===== config.mk =====
export PLATFORM = sky130hd
export DESIGN_NAME = bus_arb_2m
export DESIGN_NICKNAME = d
export VERILOG_FILES = /design/src/rtl/bus_arb_pkg.sv /design/src/rtl/bus_arb_2m_rr_arb2.sv /design/src/rtl/bus_arb_2m.sv
export SDC_FILE = /design/constraint.sdc
export NUM_CORES = 1
export LEC_CHECK = 0
export CORE_AREA = 2 2 190 192
export DETAILED_ROUTE_END_ITERATION = 8
export DIE_AREA = 0 0 192 194
export PLACE_DENSITY_LB_ADDON = 0.15
export SLEW_MARGIN = 5
export SYNTH_ARGS = -nofsm -noshare
export SYNTH_HDL_FRONTEND = slang
export SYNTH_SLANG_ARGS = --single-unit

===== constraint.sdc =====
create_clock -name clk -period 3.2 [get_ports clk]
set_input_delay 0.64 -clock clk [delete_from_list [all_inputs] [get_ports clk]]
set_output_delay 0.64 -clock clk [all_outputs]
set_load 0.02 [all_outputs]

===== src/rtl/bus_arb_pkg.sv =====
// Shared state encodings and master indices for the 2-master bus arbiter.
package bus_arb_pkg;

    localparam logic M0 = 1'b0;
    localparam logic M1 = 1'b1;

    typedef enum logic [1:0] {
        WS_IDLE = 2'd0,
        WS_ADDR = 2'd1,
        WS_DATA = 2'd2
    } ws_e;

    typedef enum logic {
        RS_IDLE = 1'b0,
        RS_ADDR = 1'b1
    } rs_e;

endpackage


===== src/rtl/bus_arb_2m_rr_arb2.sv =====
// Two-way arbiter: gnt is the winning master index (0 = M0, 1 = M1).
// BUS_ARB_FIXED_PRIO_EN selects fixed M0-first priority instead of round robin.
module rr_arb2
    import bus_arb_pkg::*;
(
    input  logic       clk,
    input  logic       rst,
    input  logic [1:0] req,
    input  logic       adv,
    output logic       gnt
);

`ifdef BUS_ARB_FIXED_PRIO_EN
    logic unused_c;

    assign gnt      = ~req[0];
    assign unused_c = ^{clk, rst, adv, req[1]};
`else
    logic last_q;
    logic last_d;

    // On contention the master not granted last wins; a lone requester always wins.
    always_comb begin
        gnt = (req == 2'b11) ? ~last_q : req[1];
    end

    always_comb begin
        last_d = last_q;
        if (adv) begin
            last_d = gnt;
        end
    end

    // Pointer resets to M1 so that M0 wins the first contended round.
    always_ff @(posedge clk or posedge rst) begin
        if (rst) begin
            last_q <= M1;
        end else begin
            last_q <= last_d;
        end
    end
`endif

endmodule


===== src/rtl/bus_arb_2m.sv =====
// 2-master to 1-slave AW/W/B/AR/R arbiter; IDs tagged with the master bit, B/R routed by tag.
// BUS_ARB_FIXED_PRIO_EN: fixed M0 priority on AW and AR instead of round robin.
module bus_arb_2m
    import bus_arb_pkg::*;
#(
    parameter int unsigned ADDRW = 32,
    parameter int unsigned DATAW = 32,
    parameter int unsigned MIDW  = 3
) (
    input  logic                 clk,
    input  logic                 rst,
    // master 0
    input  logic                 m0_awvalid,
    output logic                 m0_awready,
    input  logic [MIDW-1:0]      m0_awid,
    input  logic [ADDRW-1:0]     m0_awaddr,
    input  logic [5:0]           m0_awatop,
    input  logic                 m0_wvalid,
    output logic                 m0_wready,
    input  logic [DATAW-1:0]     m0_wdata,
    input  logic [DATAW/8-1:0]   m0_wstrb,
    input  logic                 m0_wlast,
    output logic                 m0_bvalid,
    input  logic                 m0_bready,
    output logic [MIDW-1:0]      m0_bid,
    output logic                 m0_bcomp,
    input  logic                 m0_arvalid,
    output logic                 m0_arready,
    input  logic [MIDW-1:0]      m0_arid,
    input  logic [ADDRW-1:0]     m0_araddr,
    output logic                 m0_rvalid,
    input  logic                 m0_rready,
    output logic [MIDW-1:0]      m0_rid,
    output logic [DATAW-1:0]     m0_rdata,
    output logic                 m0_rlast,
    // master 1
    input  logic                 m1_awvalid,
    output logic                 m1_awready,
    input  logic [MIDW-1:0]      m1_awid,
    input  logic [ADDRW-1:0]     m1_awaddr,
    input  logic [5:0]           m1_awatop,
    input  logic                 m1_wvalid,
    output logic                 m1_wready,
    input  logic [DATAW-1:0]     m1_wdata,
    input  logic [DATAW/8-1:0]   m1_wstrb,
    input  logic                 m1_wlast,
    output logic                 m1_bvalid,
    input  logic                 m1_bready,
    output logic [MIDW-1:0]      m1_bid,
    output logic                 m1_bcomp,
    input  logic                 m1_arvalid,
    output logic                 m1_arready,
    input  logic [MIDW-1:0]      m1_arid,
    input  logic [ADDRW-1:0]     m1_araddr,
    output logic                 m1_rvalid,
    input  logic                 m1_rready,
    output logic [MIDW-1:0]      m1_rid,
    output logic [DATAW-1:0]     m1_rdata,
    output logic                 m1_rlast,
    // slave
    output logic                 s_awvalid,
    input  logic                 s_awready,
    output logic [MIDW:0]        s_awid,
    output logic [ADDRW-1:0]     s_awaddr,
    output logic [5:0]           s_awatop,
    output logic                 s_wvalid,
    input  logic                 s_wready,
    output logic [DATAW-1:0]     s_wdata,
    output logic [DATAW/8-1:0]   s_wstrb,
    output logic                 s_wlast,
    input  logic                 s_bvalid,
    output logic                 s_bready,
    input  logic [MIDW:0]        s_bid,
    input  logic                 s_bcomp,
    output logic                 s_arvalid,
    input  logic                 s_arready,
    output logic [MIDW:0]        s_arid,
    output logic [ADDRW-1:0]     s_araddr,
    input  logic                 s_rvalid,
    output logic                 s_rready,
    input  logic [MIDW:0]        s_rid,
    input  logic [DATAW-1:0]     s_rdata,
    input  logic                 s_rlast
);

    ws_e  ws_q, ws_d;
    rs_e  rs_q, rs_d;
    logic wg_q, wg_d;
    logic rg_q, rg_d;
    logic aw_adv, ar_adv;
    logic aw_gnt, ar_gnt;
    logic aw_v, w_v, w_last, ar_v;

    rr_arb2 u_aw_arb (
        .clk (clk),
        .rst (rst),
        .req ({m1_awvalid, m0_awvalid}),
        .adv (aw_adv),
        .gnt (aw_gnt)
    );

    rr_arb2 u_ar_arb (
        .clk (clk),
        .rst (rst),
        .req ({m1_arvalid, m0_arvalid}),
        .adv (ar_adv),
        .gnt (ar_gnt)
    );

    always_ff @(posedge clk or posedge rst) begin
        if (rst) begin
            ws_q <= WS_IDLE;
            rs_q <= RS_IDLE;
            wg_q <= M0;
            rg_q <= M0;
        end else begin
            ws_q <= ws_d;
            rs_q <= rs_d;
            wg_q <= wg_d;
            rg_q <= rg_d;
        end
    end

    // Write path: payload muxed by the held grant, handshakes gated by state.
    always_comb begin
        ws_d       = ws_q;
        wg_d       = wg_q;
        aw_adv     = 1'b0;
        aw_v       = wg_q ? m1_awvalid : m0_awvalid;
        w_v        = wg_q ? m1_wvalid  : m0_wvalid;
        w_last     = wg_q ? m1_wlast   : m0_wlast;
        s_awvalid  = 1'b0;
        s_awid     = {wg_q, (wg_q ? m1_awid : m0_awid)};
        s_awaddr   = wg_q ? m1_awaddr : m0_awaddr;
        s_awatop   = wg_q ? m1_awatop : m0_awatop;
        s_wvalid   = 1'b0;
        s_wdata    = wg_q ? m1_wdata : m0_wdata;
        s_wstrb    = wg_q ? m1_wstrb : m0_wstrb;
        s_wlast    = w_last;
        m0_awready = 1'b0;
        m1_awready = 1'b0;
        m0_wready  = 1'b0;
        m1_wready  = 1'b0;
        case (ws_q)
            WS_IDLE: begin
                if (m0_awvalid || m1_awvalid) begin
                    wg_d   = aw_gnt;
                    aw_adv = 1'b1;
                    ws_d   = WS_ADDR;
                end
            end
            WS_ADDR: begin
                s_awvalid  = aw_v;
                m0_awready = (wg_q == M0) && s_awready;
                m1_awready = (wg_q == M1) && s_awready;
                if (aw_v && s_awready) begin
                    ws_d = WS_DATA;
                end
            end
            WS_DATA: begin
                s_wvalid  = w_v;
                m0_wready = (wg_q == M0) && s_wready;
                m1_wready = (wg_q == M1) && s_wready;
                if (w_v && s_wready && w_last) begin
                    ws_d = WS_IDLE;
                end
            end
            default: ws_d = WS_IDLE;
        endcase
    end

    // Read address path; no tracking of outstanding reads is needed.
    always_comb begin
        rs_d       = rs_q;
        rg_d       = rg_q;
        ar_adv     = 1'b0;
        ar_v       = rg_q ? m1_arvalid : m0_arvalid;
        s_arvalid  = 1'b0;
        s_arid     = {rg_q, (rg_q ? m1_arid : m0_arid)};
        s_araddr   = rg_q ? m1_araddr : m0_araddr;
        m0_arready = 1'b0;
        m1_arready = 1'b0;
        case (rs_q)
            RS_IDLE: begin
                if (m0_arvalid || m1_arvalid) begin
                    rg_d   = ar_gnt;
                    ar_adv = 1'b1;
                    rs_d   = RS_ADDR;
                end
            end
            RS_ADDR: begin
                s_arvalid  = ar_v;
                m0_arready = (rg_q == M0) && s_arready;
                m1_arready = (rg_q == M1) && s_arready;
                if (ar_v && s_arready) begin
                    rs_d = RS_IDLE;
                end
            end
            default: rs_d = RS_IDLE;
        endcase
    end

    // Responses are steered purely by the master tag in the top ID bit.
    always_comb begin
        m0_bvalid = s_bvalid && (s_bid[MIDW] == M0);
        m1_bvalid = s_bvalid && (s_bid[MIDW] == M1);
        m0_bid    = s_bid[MIDW-1:0];
        m1_bid    = s_bid[MIDW-1:0];
        m0_bcomp  = s_bcomp;
        m1_bcomp  = s_bcomp;
        s_bready  = s_bid[MIDW] ? m1_bready : m0_bready;

        m0_rvalid = s_rvalid && (s_rid[MIDW] == M0);
        m1_rvalid = s_rvalid && (s_rid[MIDW] == M1);
        m0_rid    = s_rid[MIDW-1:0];
        m1_rid    = s_rid[MIDW-1:0];
        m0_rdata  = s_rdata;
        m1_rdata  = s_rdata;
        m0_rlast  = s_rlast;
        m1_rlast  = s_rlast;
        s_rready  = s_rid[MIDW] ? m1_rready : m0_rready;
    end

endmodule


==> reports/qor.yml, run 1 <==
final_layout:
  nets: 836
  drive_gt1_frac: 0.2382
  insertedDiodeCount: 0
  regArea_sq_um: 181.4
  area_delta_synth_final_pct: 141.4
  n_fill_cell: 3897
  multi_input_area_sq_mm: 0.001718
yosys:
  synthMuxAreaShare: 0.5646
  ys_types: 31
  netlist_area_sq_mm: 0.002653
  synth_top_family_by_area: "multiplexers"
  synth.net_count: 545
  synth_warnings: 0
  synth_area_per_cell_sq_um: 10.20
  seq_area_frac_synth: 0.06698
  async_flop_share: 1.000
  synthXorXnorAreaFrac: 0
  synth_seq_cells: 7
  synth_compound_area_frac: 0.02406
  synthAdderAreaFrac: 0
  yosys.area_share.simple: 0.05896
  yosys_most_used_dff: "dfrtp_1"
  synth_edf_count: 0
  synthCells: 260
die:
  start_util: 0.07531
  die_x_um: 192
  num_io_pins: 495
  core_sq_mm: 0.03522
  dieHeight_um: 194
  die_area_sq_mm: 0.03725
  num_rows: 69
critical_path:
  crit_path_start_kind: "input pin"
  cp.arrival_ns: 2.20
  crit_start: "m1_awvalid"
  endpoint_kind: "output port"
  r2r_start: "wg_q$_DFFE_PP0P_"
  critPathKind: "input pin to output port"
  worstPathRequired_ns: 2.56
  critPathMaxFanout: 4
sta:
  hold_viol: 0
  whs_ns: 0.5175
  fin_ws_ns: 0.3557
  max_freq_mhz: 351.6
  setup_viol: 0
  tns_ns: 0
  max_slew.worst_pin.slew_ns: 0.5189
  fin_crit_ns: 2.844
  period_share: 0.8888
  skew_ns: 0.0002091
  max_slew_margin: 0.6541
  slew_viol_final: 0
  rsz0062_at_grt: "no"
routing:
  drt_pass1_iterations: 3
  wl_per_cell_um: 14.43
  wl_um: 14590
  ant_nets: 0
  post-route-drc-count: 0
  vias: 2966
  viasPerCell: 2.934
  drt_iter0_drc: 41
placed_design:
  portBuffers: 374
  post-place-ws_ns: 0.3830
  place_congestion: 0.8079
  place_hpwl_um: 13110
clock_network:
  clock-sinks: 7
  htree_levels: 1
  cts_tree: "built"
  cts_hold_buf: 0
  clk_pin_slew_worst_paths_ns: 0.03
  cts-root-buf: "clkbuf_16"
  clk_latency_ns: 0.22
  ctsResizeCount: 0
  cts_buffers: 3
  clock_path_buffers: 2
  post-cts-setup-buffer-count: 0
global_routing:
  grt_pass1_vias: 3234
  grt_start_max_net_pins: 41
  antenna_found_initial: 1
  grt_usage: 0.07034
  gr-total-overflow: 0
  grt_first_pass_wirelength_um: 20100
min_path:
  hold_start: "u_ar_arb.last_q$_DFFE_PP1P_"
  hold_path_class: "flip-flop to flip-flop"
power:
  ir_drop_mv: 0.2434
  p_per_area_mw_per_mm2: 585.8
  power.leakage_uw: 0.002390
  p_total_uw: 3750
status:
  outcome: "complete, no violations"
flow_run:
  max-cap-violations: 0
[worst paths after layout]
kind | to | slack (ns) | cells past startpoint
max | s_awvalid | 0.36 | 4
min | u_ar_arb.last_q$_DFFE_PP1P_ | 0.52 | 1
max reg2reg | ws_q[1]$_DFFE_PP0P_ | 1.64 | 3
min reg2reg | u_ar_arb.last_q$_DFFE_PP1P_ | 0.52 | 1
max in group asynchronous | u_ar_arb.last_q$_DFFE_PP1P_ | 2.27 | 2
min in group asynchronous | ws_q[0]$_DFFE_PP0P_ | 0.65 | 2
[state kept, by name, summed over array words and instances, names as in the netlist]
signal           count
u_aw_arb.last_q      1
ws_q                 2
rs_q                 1
wg_q                 1
rg_q                 1
u_ar_arb.last_q      1
[stage by stage]
step                instance area (sq um)  utilization  cells
floorplan                            2653            -    260
global placement                     6324       0.1795   1007
detailed placement                   6324       0.1795   1007
CTS                                  6402       0.1818   1011
global route                         6402       0.1818   1011
finish                               6402       0.1818   1011
[layer usage]
layer	vias to the layer above	routed length, um	global-route usage	part of all wire
li1	1414	-	-	-
met1	1330	5239	0.07532	0.36
met2	211	7818	0.1391	0.54
met3	9	1490	0.02154	0.10
met4	2	26	0.003393	0.0018
met5	-	18	0	0.0012
[area by class of cell]
type                       count  share of cell area
timing repair buffer         382              0.5980
clock buffer                   4             0.01231
multi-input combinational    152              0.2683
sequential                     7             0.02834
tap                          461             0.09009
inverter                       5            0.002931
[logic make-up after synthesis]
group	count (synthesis)
flops	7
simple gates	27
buf+inv	101
compound gates	7
mux	118
[cells in the final DEF (no fill, tap or decap), drive strengths merged]
cell type	count
clkdlybuf4s50	374
mux2	115
buf	8
nor2	6
inv	5
dfrtp	5
nand2	4
clkbuf	4
mux2i	3
a21o	2
nand2b	2
a32o	2
nor2b	2
and2	2
nor3b	2
nor3	2
dfstp	2
or3b	1
nor4b	1
and4b	1
and4	1
nand3b	1
o32ai	1
o32a	1
and3	1
or3	1
o211a	1
[power breakdown]
part	switching (uW)	leakage [uW]	total [uW]	internal [uW]
Clock	41.6	0.0000382	207	165
Combinational	1420	0.00227	3290	1870
Sequential	113	0.0000781	255	143
Total	1580	0.00239	3750	2180
[synthesized netlist by cell type, drive strengths merged (2+ instances only)]
master  number  area share
mux2       115        0.55
buf         96        0.28
nor2         6      0.0085
dfrtp        5       0.047
inv          5      0.0071
nand2        4      0.0057
mux2i        3       0.013
a21o         2      0.0057
a32o         2      0.0075
and2         2      0.0047
dfstp        2       0.020
nand2b       2      0.0047
nor2b        2      0.0047
nor3         2      0.0038
nor3b        2      0.0057
[critical path, stage by stage]
cell             delay [ns]
clkdlybuf4s50_1        0.54
mux2i_2                0.11
nor3b_1                0.25
clkdlybuf4s50_1        0.66
Power figures use the tool's default switching activity.
==> run 2, diff against run 1 <==
--- a/config.mk
+++ b/config.mk
@@ -5,9 +5,11 @@
 export SDC_FILE = /design/constraint.sdc
 export NUM_CORES = 1
 export LEC_CHECK = 0
+export CAP_MARGIN = 20
 export CORE_AREA = 2 2 190 192
 export DETAILED_ROUTE_END_ITERATION = 8
 export DIE_AREA = 0 0 192 194
+export HOLD_SLACK_MARGIN = 0.15
 export PLACE_DENSITY_LB_ADDON = 0.15
 export SLEW_MARGIN = 5
 export SYNTH_ARGS = -nofsm -noshare
==> results of run 2 <==
The final DEF is identical to that of run 1; final timing and power are the same.
